===== src/rtl/seqdet_pkg.sv =====
// Shared types for the serializer and the downstream serial sequence detector.
// Both blocks import this package so their state encodings live in one place.
package seqdet_pkg;

  localparam int SER_WIDTH_DEFAULT = 8;

  typedef enum logic {
    IDLE  = 1'b0,
    SHIFT = 1'b1
  } ser_state_t;

  // Detector progress states (number of pattern bits matched so far).
  typedef enum logic [2:0] {
    DET_S0 = 3'd0,
    DET_S1 = 3'd1,
    DET_S2 = 3'd2,
    DET_S3 = 3'd3,
    DET_S4 = 3'd4,
    DET_S5 = 3'd5
  } det_state_t;

endpackage


===== src/rtl/piso_serializer.sv =====
// Parallel-in, serial-out stage feeding the serial sequence detector.
// Words arrive over valid/ready and leave one bit per ser_en cycle, back to back.
//
// state | meaning
// IDLE  | no word held, ready for a new word
// SHIFT | a word is being emitted on x
module piso_serializer
  import seqdet_pkg::*;
#(
  parameter int WIDTH     = SER_WIDTH_DEFAULT,
  parameter bit MSB_FIRST = 1'b1
) (
  input  logic             clk,
  input  logic             rst,
  input  logic [WIDTH-1:0] in_data,
  input  logic             in_valid,
  output logic             in_ready,
  input  logic             ser_en,
  output logic             x,
  output logic             x_valid,
  output logic             busy,
  output logic             word_done
);

  localparam int CW = (WIDTH > 1) ? $clog2(WIDTH) : 1;
  localparam logic [CW-1:0] LAST = CW'(WIDTH - 1);

  ser_state_t       state, state_nxt;
  logic [WIDTH-1:0] sr, sr_nxt;
  logic [CW-1:0]    cnt, cnt_nxt;
  logic             x_raw;
  logic             xfer;

  always_ff @(posedge clk) begin
    if (rst) begin
      state <= IDLE;
      sr    <= '0;
      cnt   <= '0;
    end else begin
      state <= state_nxt;
      sr    <= sr_nxt;
      cnt   <= cnt_nxt;
    end
  end

  always_comb begin
    state_nxt = state;
    sr_nxt    = sr;
    cnt_nxt   = cnt;

    busy      = (state == SHIFT);
    x_valid   = busy & ser_en;
    x_raw     = MSB_FIRST ? sr[WIDTH-1] : sr[0];
    x         = x_valid & x_raw;
    word_done = x_valid & (cnt == LAST);
    in_ready  = (state == IDLE) | word_done;
    xfer      = in_valid & in_ready;

    // A load on the last bit keeps SHIFT so the next word follows with no gap.
    if (xfer) begin
      sr_nxt    = in_data;
      cnt_nxt   = '0;
      state_nxt = SHIFT;
    end else if (word_done) begin
      sr_nxt    = '0;
      cnt_nxt   = '0;
      state_nxt = IDLE;
    end else if (x_valid) begin
      sr_nxt  = MSB_FIRST ? {sr[WIDTH-2:0], 1'b0} : {1'b0, sr[WIDTH-1:1]};
      cnt_nxt = cnt + CW'(1);
    end
  end

endmodule


===== config.mk =====
export PLATFORM = sky130hd
export DESIGN_NAME = piso_serializer
export DESIGN_NICKNAME = d
export VERILOG_FILES = /design/src/rtl/seqdet_pkg.sv /design/src/rtl/piso_serializer.sv
export SDC_FILE = /design/constraint.sdc
export NUM_CORES = 1
export LEC_CHECK = 0
export CAP_MARGIN = 20
export CORE_UTILIZATION = 30
export DETAILED_ROUTE_END_ITERATION = 7
export GPL_ROUTABILITY_DRIVEN = 1
export GPL_TIMING_DRIVEN = 0
export MAX_ROUTING_LAYER = met4
export PLACE_DENSITY = 0.58
export SYNTH_ARGS = -nofsm -noshare
export SYNTH_HDL_FRONTEND = slang
export SYNTH_SLANG_ARGS = --single-unit

===== constraint.sdc =====
create_clock -name clk -period 1.3 [get_ports clk]
set_input_delay 0.26 -clock clk [delete_from_list [all_inputs] [get_ports clk]]
set_output_delay 0.26 -clock clk [all_outputs]
set_load 0.05 [all_outputs]

==> flow_summary.ini <==
[yosys]
synth_fp_nets = 93
ys_seq_area_share_pct = 34.5
synth_cells = 79
synth_area_um2 = 697
avgSynthCellArea_um2 = 8.82
yosysWarnings = 0
synth.distinct_cells = 26
ys_seq_elements = 12

[global_route]
overflow = 0
antenna_found_initial = 0
grt_pass1_wl_um = 3130
grt_max_degree = 11
grt.total_usage_pct = 17.1
grt_pass1_vias = 664

[floorplanning]
num_io_pins = 17
core_area_mm2 = 0.00219
die_width_um = 50.2
std_cell_rows = 17
dieArea_mm2 = 0.00252
die_h_um = 50.2
start_util_pct = 31.8

[setup_path]
worst_ep_required_time_ps = 1040
path_max_fanout = 3
start_kind = flop
endpoint_kind = output pin
crit_type = flop to output pin
cpPeakStageDelay_ps = 340
startpoint = cnt[1]
cp_cell_sequence = ha_4 -> ha_4 -> buf_8 -> and3_4 -> buf_8
crit_slowest_cell = dfxtp_2
critPathArrivalTime_ps = 1330
rr_startpoint = cnt[1]

[sta]
slew_viol_final = 0
timing.fmax_ghz = 0.627
slew_headroom_pct = 65.0
rsz0062_at_grt = true
fin_skew_ps = 1.87
finalHoldViolCount = 0
worstMarginPinSlew_ps = 525
period_share_pct = 123
setup-violations-final = 13
tns_ps = -1420
finalWorstSetupSlack_ps = -294
fin_crit_ps = 1590

[detailed_routing]
dr.pass1.iters = 4
drc = 0
avgViaCountPerCell = 5.04
drt-total-wl_um = 1750
ant_nets = 0
vias = 665
wl_per_cell_um = 13.3
drt-initial-drc-count = 15

[clocking]
clock_tree.root_cell = clkbuf_4
cts_tree = done
clk_path_buf_depth = 2
cts_sinks = 12
cts.clk_slew.worst_paths_ps = 80
clk-insertion-delay-late_ps = 270
numCtsBuffers = 3
htree_levels = 1

[power]
powerDensity_mw_per_mm2 = 862
leakagePower_nw = 0.422
power_mw = 0.959
ir_drop_mv = 0.460

[run_status]
violations = negative setup slack
status = finished with violations

[hold_path]
hp-class = input pin to flop
worstHoldStart = rst

[finish]
final_common_cell = nor2_1
nets = 119
layout_common_cells = 14 x nor2_1, 9 x dfxtp_1, 9 x clkdlybuf4s50_1
final_core_util_pct = 50.8
diodes = 0
finalInstanceArea_mm2 = 0.00111
area_delta_synth_final_pct = 59.8
layout-drive-gt1-share_pct = 48.1

[placed_design]
dp_hpwl_um = 1150
post_dp_cell_area_um2 = 940
port_buffers = 15
routabilityCongestion = 0.767

[run]
maxCapViolations = 0
worst max-delay path, delay by kind of cell (launching register included):
family / cells / cell delay [ps]
and+or+nand+nor: 1 / 140
buffers and inverters: 2 / 250
adders and majority gates: 2 / 330
DFF: 1 / 340
synth_stat cells:
master / instances / area [µm²]
nand2_2: 1 / 6.26
nand2_1: 2 / 7.51
buf_1: 1 / 3.75
ha_1: 2 / 25.0
and3_2: 2 / 15.0
nand3_1: 2 / 10.0
nand4b_1: 2 / 17.5
buf_2: 1 / 5.00
mux2_2: 1 / 11.3
and2b_1: 1 / 7.51
nor4_1: 4 / 25.0
nand2b_1: 2 / 12.5
a2111oi_2: 1 / 15.0
a211oi_1: 2 / 15.0
and2_4: 1 / 8.76
a21bo_2: 1 / 10.0
a21oi_1: 4 / 20.0
buf_6: 4 / 45.0
nor4_2: 2 / 25.0
nor2b_1: 6 / 37.5
nor2_1: 15 / 56.3
inv_1: 2 / 7.51
buf_4: 1 / 7.51
dfxtp_1: 12 / 240
a311oi_1: 6 / 52.6
mux2i_1: 1 / 10.0
worst paths after layout:
check | end | slack [ps] | depth (start not counted)
setup / recovery | word_done | -290 | 5
hold / removal | busy | 430 | 2
setup reg to reg | sr[1] | -180 | 7
hold reg to reg | sr[0] | 480 | 2
cell families (layout without fill, tap and decap cells):
logic type	count (synthesis)	count (layout)	synth area share, %
AOI/OAI and AO/OA	14	14	16.2
adders and majority gates	2	2	3.59
buffers and inverters	9	34	9.87
DFF	12	12	34.5
muxes	2	2	3.05
and+or+nand+nor	40	40	32.9
metrics by stage:
stage | cells | hold slack [ps] | worst slack (ps)
after floorplan | 79 | 421 | -45.9
after detailed placement | 122 | 460 | -1040
after global routing | 132 | 458 | -339
after global placement | 122 | 450 | -1050
final | 132 | 432 | -294
after CTS | 132 | 415 | -314
metal layers:
layer / share of wire (%) / vias to the layer above / GRT usage [%]
met2: 49 / 14 / 26.9
met5: 0 / - / -
li1: - / 334 / -
met4: 0.80 / 0 / 8.57
met1: 46 / 315 / 21.1
met3: 3.9 / 2 / 2.73
state kept, by name, indices dropped and copies added (netlist names):
name / cells
busy: 1
cnt: 3
sr: 8
report_power, final:
group	internal (mW)	switching, mW	total (mW)	leakage [nW]
registers	0.393	0.0145	0.408	0.100
clock network	0.170	0.132	0.302	0.0210
logic	0.126	0.124	0.250	0.301
repair_timing:
item,CTS,global route
pin swaps,12,5
resized for setup,45,9
setup endpoints to repair,13,14
hold buffers,0,0
setup buffers,7,1
hold endpoints to repair,0,0
area by class of cell:
class                      count  area (µm²)
fill                         208        1080
multi-input combinational     58         502
sequential                    12         246
timing repair buffer          23         230
buffer                         5        52.6
clock buffer                   4        36.3
tap                           28        35.0
inverter                       2        11.3
(Power assumes the default switching activity.)
